--- src/rtl/ps2_host_tx.sv ---
// PS/2 host-to-device transmitter: inhibits the clock, presents a start bit, then
// shifts out one byte plus odd parity and stop on device clock falls and checks the ACK.
//
// state     | meaning
// IDLE      | ready for a request, both lines released
// INHIBIT   | clock held low
// START     | clock and data held low
// BITS      | data, parity and stop shifted out on device clock falls
// ACK       | waiting for the device ACK fall
// WAIT_IDLE | waiting for both lines to return high
// DONE      | one-cycle completion pulse
module ps2_host_tx #(
    parameter int INHIBIT_CYCLES = 5000,
    parameter int START_CYCLES   = 16,
    parameter int TIMEOUT_CYCLES = 600000
) (
    input  logic       clk_core,
    input  logic       reset,
    input  logic       tx_valid,
    input  logic [7:0] tx_data,
    output logic       tx_ready,
    input  logic       ps2_clk_in,
    input  logic       ps2_data_in,
    output logic       ps2_clk_oe,
    output logic       ps2_data_oe,
    output logic       done,
    output logic       err_nack,
    output logic       err_timeout
);

    localparam int CNT_MAX_A = (INHIBIT_CYCLES > START_CYCLES) ? INHIBIT_CYCLES : START_CYCLES;
    localparam int CNT_MAX   = (CNT_MAX_A > TIMEOUT_CYCLES) ? CNT_MAX_A : TIMEOUT_CYCLES;
    localparam int CNT_W     = $clog2(CNT_MAX + 1);

    typedef enum logic [2:0] {
        IDLE,
        INHIBIT,
        START,
        BITS,
        ACK,
        WAIT_IDLE,
        DONE
    } state_t;

    state_t state, state_nx;

    logic [CNT_W-1:0] cnt, cnt_nx;
    logic [9:0]       shift, shift_nx;
    logic [3:0]       bit_cnt, bit_cnt_nx;
    logic             nack, nack_nx;

    logic tx_ready_nx, clk_oe_nx, data_oe_nx, done_nx, err_nack_nx, err_timeout_nx;

    logic clk_s1, clk_s2, clk_d;
    logic data_s1, data_s2;
    logic fall;
    logic tmo_hit;

    // Synchronizers idle high so a reset never creates a phantom fall.
    always_ff @(posedge clk_core) begin
        if (reset) begin
            clk_s1  <= 1'b1;
            clk_s2  <= 1'b1;
            clk_d   <= 1'b1;
            data_s1 <= 1'b1;
            data_s2 <= 1'b1;
        end else begin
            clk_s1  <= ps2_clk_in;
            clk_s2  <= clk_s1;
            clk_d   <= clk_s2;
            data_s1 <= ps2_data_in;
            data_s2 <= data_s1;
        end
    end

    assign fall = clk_d & ~clk_s2;

    always_ff @(posedge clk_core) begin
        if (reset) begin
            state       <= IDLE;
            cnt         <= '0;
            shift       <= '0;
            bit_cnt     <= '0;
            nack        <= 1'b0;
            tx_ready    <= 1'b1;
            ps2_clk_oe  <= 1'b0;
            ps2_data_oe <= 1'b0;
            done        <= 1'b0;
            err_nack    <= 1'b0;
            err_timeout <= 1'b0;
        end else begin
            state       <= state_nx;
            cnt         <= cnt_nx;
            shift       <= shift_nx;
            bit_cnt     <= bit_cnt_nx;
            nack        <= nack_nx;
            tx_ready    <= tx_ready_nx;
            ps2_clk_oe  <= clk_oe_nx;
            ps2_data_oe <= data_oe_nx;
            done        <= done_nx;
            err_nack    <= err_nack_nx;
            err_timeout <= err_timeout_nx;
        end
    end

    always_comb begin
        state_nx       = state;
        cnt_nx         = cnt;
        shift_nx       = shift;
        bit_cnt_nx     = bit_cnt;
        nack_nx        = nack;
        tx_ready_nx    = 1'b0;
        clk_oe_nx      = ps2_clk_oe;
        data_oe_nx     = ps2_data_oe;
        done_nx        = 1'b0;
        err_nack_nx    = 1'b0;
        err_timeout_nx = 1'b0;
        tmo_hit        = 1'b0;

        // Watchdog down-counter: reloaded on every device fall, a fall beats expiry.
        if (state == BITS || state == ACK || state == WAIT_IDLE) begin
            if (fall) begin
                cnt_nx = CNT_W'(TIMEOUT_CYCLES - 1);
            end else if (cnt == '0) begin
                tmo_hit = 1'b1;
            end else begin
                cnt_nx = cnt - CNT_W'(1);
            end
        end

        case (state)
            IDLE: begin
                tx_ready_nx = 1'b1;
                clk_oe_nx   = 1'b0;
                data_oe_nx  = 1'b0;
                if (tx_valid && tx_ready) begin
                    state_nx    = INHIBIT;
                    cnt_nx      = CNT_W'(INHIBIT_CYCLES - 1);
                    shift_nx    = {1'b1, ~^tx_data, tx_data};
                    bit_cnt_nx  = '0;
                    nack_nx     = 1'b0;
                    clk_oe_nx   = 1'b1;
                    tx_ready_nx = 1'b0;
                end
            end
            INHIBIT: begin
                clk_oe_nx = 1'b1;
                if (cnt == '0) begin
                    state_nx   = START;
                    cnt_nx     = CNT_W'(START_CYCLES - 1);
                    data_oe_nx = 1'b1;
                end else begin
                    cnt_nx = cnt - CNT_W'(1);
                end
            end
            START: begin
                if (cnt == '0) begin
                    state_nx  = BITS;
                    cnt_nx    = CNT_W'(TIMEOUT_CYCLES - 1);
                    clk_oe_nx = 1'b0;
                end else begin
                    cnt_nx = cnt - CNT_W'(1);
                end
            end
            BITS: begin
                if (!tmo_hit && fall) begin
                    data_oe_nx = ~shift[0];
                    shift_nx   = {1'b0, shift[9:1]};
                    bit_cnt_nx = bit_cnt + 4'd1;
                    if (bit_cnt == 4'd9) begin
                        state_nx = ACK;
                    end
                end
            end
            ACK: begin
                if (!tmo_hit && fall) begin
                    nack_nx  = data_s2;
                    state_nx = WAIT_IDLE;
                end
            end
            WAIT_IDLE: begin
                if (!tmo_hit && clk_s2 && data_s2) begin
                    state_nx    = DONE;
                    done_nx     = 1'b1;
                    err_nack_nx = nack;
                    clk_oe_nx   = 1'b0;
                    data_oe_nx  = 1'b0;
                end
            end
            DONE: begin
                state_nx    = IDLE;
                cnt_nx      = '0;
                tx_ready_nx = 1'b1;
                clk_oe_nx   = 1'b0;
                data_oe_nx  = 1'b0;
            end
            default: begin
                state_nx    = IDLE;
                cnt_nx      = '0;
                tx_ready_nx = 1'b1;
                clk_oe_nx   = 1'b0;
                data_oe_nx  = 1'b0;
            end
        endcase

        if (tmo_hit) begin
            state_nx       = DONE;
            done_nx        = 1'b1;
            err_timeout_nx = 1'b1;
            err_nack_nx    = 1'b0;
            clk_oe_nx      = 1'b0;
            data_oe_nx     = 1'b0;
        end
    end

endmodule

--- config.mk ---
export PLATFORM = sky130hd
export DESIGN_NAME = ps2_host_tx
export DESIGN_NICKNAME = d
export VERILOG_FILES = /design/src/rtl/ps2_host_tx.sv
export SDC_FILE = /design/constraint.sdc
export NUM_CORES = 1
export LEC_CHECK = 0
export ABC_AREA = 0
export CELL_PAD_IN_SITES_DETAIL_PLACEMENT = 1
export CELL_PAD_IN_SITES_GLOBAL_PLACEMENT = 2
export CORE_AREA = 2 2 94 96
export DETAILED_ROUTE_END_ITERATION = 16
export DIE_AREA = 0 0 96 98
export GPL_TIMING_DRIVEN = 0
export HOLD_SLACK_MARGIN = 0.06
export PLACE_DENSITY = 0.75
export SLEW_MARGIN = 40
export SYNTH_ARGS = -nofsm -noshare
export SYNTH_HDL_FRONTEND = slang
export SYNTH_SLANG_ARGS = --single-unit
--- constraint.sdc ---
create_clock -name clk_core -period 3 [get_ports clk_core]
set_clock_uncertainty 0.05 [all_clocks]
set_input_delay 0.3 -clock clk_core [delete_from_list [all_inputs] [get_ports clk_core]]
set_output_delay 0.3 -clock clk_core [all_outputs]
set_load 0.03 [all_outputs]
After elaboration in Yosys (flattened, before gate mapping)
Index checks and enable logic that the tools add are counted.
- register bits: 49
- input port bits: 13
- output and inout port bits: 6
- logic and storage cells: 111
- $add $sub $neg: 2
- equality and inequality tests: 20
- multiplexer cells: 41
- bitwise operators: 7
- reduce and logical (&&, ||, !) cells: 24
- operators with widths (cell ; count):
    20-bit 2-to-1 mux ; 6
    20-bit one-hot mux with 4 select lines ; 1
    3-bit 2-to-1 mux ; 8
    20-bit logical NOT ; 1
    10-bit 2-to-1 mux ; 2
    10-bit one-hot mux with 2 select lines ; 1
    20-bit by 1-bit subtractor with 20-bit output, second input constant ; 1
    3-bit one-hot mux with 6 select lines ; 1
    1-bit 2-to-1 mux ; 15
    7-bit AND reduction ; 2
    3-bit by 2-bit != test with 1-bit output, second input constant ; 4
    3-bit != test, second input constant ; 3
    3-bit AND reduction ; 3
    4-bit 2-to-1 mux ; 2
    2-bit by 1-bit != test with 1-bit output, second input constant ; 4
    4-bit one-hot mux with 2 select lines ; 1
    8-bit XNOR reduction ; 1
    3-bit by 2-bit equality test with 1-bit output, second input constant ; 2
    3-bit equality test, second input constant ; 2
    2-bit != test, second input constant ; 3
    1-bit inverter ; 6
    2-bit OR reduction ; 3
    1-bit one-hot mux with 5 select lines ; 1
    5-bit OR reduction ; 1
    other kinds (14) ; 20

Logic depth before layout (Yosys ltp)
Gate-level depths: netlist (run 1).
- depth after elaboration: 10
- mapped depth: 11
- gate-level depth less buffers: 10

Worst setup path after synthesis (run 1)
No wires, ideal clock.
- kind: reg-to-reg
- start point: reg cnt[0]
- end point: reg cnt[7]
- library setup time: 0.074 ns
- arrival time: 2.071 ns
- path slack: 0.805 ns
- cell stages (with the launch flop): 9
- clock period less this slack: 2.195 ns
- path through: dfxtp_1 -> inv_1 -> ha_1 -> nor2b_1 -> and2_1 -> a41o_1 -> or3_4 -> or4_1 -> o211ai_2
- cells in the longest elaborated chain, start to end: 6
- ends and longest elaborated chain (what ; line ; text):
    from (decl) ; 47 ; logic [CNT_W-1:0] cnt, cnt_nx;
    from (signal assigned) ; 93 ; cnt <= cnt_nx;
    20-bit by 1-bit subtractor with 20-bit output or 20-bit logical NOT (tied branches) ; - ;
    20-bit 2-to-1 mux ; 124 ; end else if (cnt == '0) begin
    20-bit 2-to-1 mux ; 122 ; if (fall) begin
    20-bit 2-to-1 mux ; 121 ; if (state == BITS || state == ACK || state == WAIT_IDLE) begin
    20-bit 2-to-1 mux ; 136 ; if (tx_valid && tx_ready) begin
    20-bit one-hot mux with 4 select lines (*) ; 131 ; case (state)
Every way passes the cells marked *; elsewhere a longest branch is shown, timed or not.
A chain may end at the register's enable or synchronous reset.

Worst setup path after layout (run 1)
- start point: reg state[0]
- end point: reg cnt[18]
- cells in the longest elaborated chain, start to end: 6
- ends and longest elaborated chain (what ; line ; text):
    from (decl) ; 45 ; state_t state, state_nx;
    from (signal assigned) ; 92 ; state <= state_nx;
    3-bit by 2-bit equality test with 1-bit output or 3-bit equality test (tied branches) ; 121, 131 ;
    1-bit logical OR (2 in series) ; 121 ;
    20-bit 2-to-1 mux ; 121 ;
    20-bit 2-to-1 mux ; 136 ;
    20-bit one-hot mux with 4 select lines (*) ; 131 ;
Marks and branches as above.

==> results.sh, run 1 <==
export IMPL_drive_gt1_share_pct=8.586
export IMPL_worstPathCellList="buf_1, nor2_1, nand2_1, o211ai_1, nor2_1, nor4b_1, o221a_1"
export IMPL_status="complete, no violations"
export IMPL_tritoncts="done"
export IMPL_core_um2=8466
export IMPL_num_rows=34
export IMPL_drtIter0Drc=138
export IMPL_finalCriticalPeriod_ps=2690
export IMPL_cts_path_max_buffers=2
export IMPL_netSwitchingFraction_pct=50.68
export IMPL_synth_seq_area_share_pct=33.19
export IMPL_met1_length_mm=4.441
export IMPL_vias=2957
export IMPL_drtAntennaViolNets=0
export IMPL_maxSlewHeadroom_pct=54.64
export IMPL_avgViaCountPerCell=5.867
export IMPL_r2r_slack_ps=310
export IMPL_rsz0062_at_grt="false"
export IMPL_htree_levels=2
export IMPL_cts_made_buffers=5
export IMPL_tns_ps=0
export IMPL_cp_max_fo=10
export IMPL_cts_hold_buf=0
export IMPL_first_pass_iters=4
export IMPL_cts_root_buffer="clkbuf_8"
export IMPL_synth_top_area_share_pct=33.19
export IMPL_min_path_type="reg2reg"
export IMPL_start_util_pct=34.91
export IMPL_syn_inst=370
export IMPL_hold_viol_final=0
export IMPL_synth_distinct_cells=68
export IMPL_track_usage_pct=21.96
export IMPL_most_common_layout_cells="dfxtp_1 (49), nor2_1 (37), nand2_1 (34)"
export IMPL_period_share_pct=89.66
export IMPL_layout_commonest_cell="dfxtp_1"
export IMPL_met2WireLength_mm=4.921
export IMPL_detailed_place_hpwl_mm=7.411
export IMPL_ir_drop_v=0.0002794
export IMPL_drcViolationCount=0
export IMPL_io_buffers=18
export IMPL_gp_congestion=0.8596
export IMPL_finalCoreUtilization_pct=40.11
export IMPL_critical_path_arrival_ps=2890
export IMPL_cpMostUsedCell="nor2_1"
export IMPL_slew_viol_final=0
export IMPL_clock_sinks=49
export IMPL_routed_wl_met3_um=350
export IMPL_p_seq_share_pct=26.4
export IMPL_cpPeakStageDelay_ps=510
export IMPL_p_clk_share_pct=12.8
export IMPL_syn_area_um2=2955
export IMPL_synth_edf_count=0
export IMPL_wl_per_cell_um=19.61
export IMPL_syn_nets=388
export IMPL_synth_largest_area_cell="dfxtp_1"
export IMPL_die_w_um=96
export IMPL_fillers=1034
export IMPL_yosysWarnings=0
export IMPL_worstMarginPinSlew_ps=677.9
export IMPL_dieArea_um2=9408
export IMPL_clock_insertion_delay_worst_skew_ps=310
export IMPL_grt_max_degree=15
export IMPL_dieHeight_um=98
export IMPL_max_freq_ghz=0.3718
export IMPL_cp_end_kind="register"
export IMPL_internal_power_uw=1976
export IMPL_postCtsSetupRepairBufs=0
export IMPL_grt_ovfl_total=0
export IMPL_grt_antenna_before_repair=0
export IMPL_cellLeakagePower_uw=0.001270
export IMPL_topRoutingLayerUsed="met4"
export IMPL_diodes=0
export IMPL_io_pins=19
export IMPL_synth_seq_cells=49
export IMPL_area_growth_pct=14.90
export IMPL_synthArstFlopShare_pct=0
export IMPL_first_global_vias=2894
export IMPL_pwr_density_cell_nw_per_um2=1180
export IMPL_netSwitchingPower_uw=2031
export IMPL_routed_wl_mm=9.882
export IMPL_setup_viol=0
export IMPL_grt_pass1_wl_mm=15.80
export IMPL_multi_input_area_um2=1883
export IMPL_clkTransAtPathRegs_ps=100
export IMPL_worstPathRequired_ps=3200
export IMPL_power_frac_comb_pct=60.8
export IMPL_maxCapViolations=0
export IMPL_synthFlopType="dfxtp_1"
export IMPL_critPathSlowestCell="nor2_1"
export IMPL_cp_start_kind="register"
export IMPL_syn_area_per_cell_um2=7.987
export IMPL_seqCellArea_um2=980.9
export IMPL_layout_nets=413
export IMPL_synth_top_cells_by_area="dfxtp_1 (33%), a21oi_1 (5.1%), nor2_1 (4.7%)"
export IMPL_critical_path_class="reg2reg"
-- power groups by stage --
stage / combinational [µW] / clock, µW / sequential (µW)
2_1_floorplan: 1730 / 0 / 1040
3_3_place_gp: 2390 / 0 / 1060
3_5_place_dp: 2410 / 0 / 1070
4_1_cts: 2420 / 533 / 1050
5_1_grt: 2680 / 551 / 1090
6_report: 2440 / 515 / 1060
-- worst max-delay path: cells and delay by family (launching register included) --
family          cells  cell delay, ps
simple gates        4            1230
flops               1             420
buf+inv             1             450
compound gates      2             490
-- routing by layer --
layer,up-vias,global-route usage [%]
li1,1438,-
met1,1445,28.93
met2,62,37.61
met3,12,2.855
met4,0,5.275
met5,-,0
-- worst paths after layout --
check	startpoint	to	depth (start not counted)
worst max register to register	state[0]$_SDFFE_PP0P_	cnt[18]$_SDFF_PP0_	7
worst min-delay path	data_s1$_SDFF_PP1_	data_s2$_SDFF_PP1_	1
worst max-delay path	state[0]$_SDFFE_PP0P_	cnt[18]$_SDFF_PP0_	7
worst min register to register	data_s1$_SDFF_PP1_	data_s2$_SDFF_PP1_	1
-- cell type report --
| cell class | count | area share (%) |
|---|---|---|
| buffer | 18 | 2.063 |
| clock buffer | 7 | 2.542 |
| clock inverter | 1 | 0.8843 |
| inverter | 8 | 0.8843 |
| multi-input combinational | 295 | 55.45 |
| sequential | 49 | 28.89 |
| tap | 108 | 3.979 |
| timing repair buffer | 18 | 5.306 |
-- stage by stage --
stage	setup WS, ps	cells	hold WS, ps	area (µm²)	total power, µW
5_1_grt	62.70	504	380.6	3396	4318
4_1_cts	267.4	504	377.1	3391	4008
3_5_place_dp	293.7	496	353.0	3274	3475
3_3_place_gp	317.6	496	341.8	3271	3454
6_report	310.2	504	369.4	3396	4007
2_1_floorplan	805.5	370	339.5	2955	2765
-- Yosys cell counts (3+ instances only) --
master     n
xnor2_1    7
and3_1     3
clkbuf_1  14
or4_1      6
and2_1     5
or2_2      7
o22ai_1    3
a311oi_1   3
o21ai_1    5
a31oi_1    8
inv_1      6
dfxtp_1   49
nand3_1   20
nor3_1    16
a41oi_1    3
nand2_1   34
a21oi_1   30
a211oi_1  12
o211ai_1   4
nor2_1    37
o21ai_0   17
nand2b_1   4
nand4_1    4
ha_1       5
xor2_1     3
mux2i_1    8
nor4_4     3
-- timing repair --
action,4_1_cts,5_1_grt
endpoints found under the setup margin,0,1
resized for setup,0,1
hold endpoints to repair,0,0
-- flip-flops by register name (all words and copies together) (netlist names), 3 cells and up --
name,cells
bit_cnt,4
state,3
cnt,20
shift,10
-- cell families (layout without fill, tap and decap cells) --
logic type	count (synthesis)	count (layout)	synth area share, %
and+or+nand+nor	157	157	29.13
AOI/OAI and AO/OA	113	113	25.74
DFF	49	49	33.19
buffers and inverters	26	52	3.387
xor gates and xnor gates	10	10	2.964
muxes	10	10	3.472
adders and majority gates	5	5	2.117
No activity file was read; power rests on OpenSTA's default activity.
==> run 2, diff against run 1 <==
--- a/config.mk
+++ b/config.mk
@@ -14,6 +14,7 @@
 export GPL_TIMING_DRIVEN = 0
 export HOLD_SLACK_MARGIN = 0.06
 export PLACE_DENSITY = 0.75
+export SETUP_SLACK_MARGIN = 0.05
 export SLEW_MARGIN = 40
 export SYNTH_ARGS = -nofsm -noshare
 export SYNTH_HDL_FRONTEND = slang
==> results of run 2 <==
Final layout, timing and power as in run 1 (identical DEF).
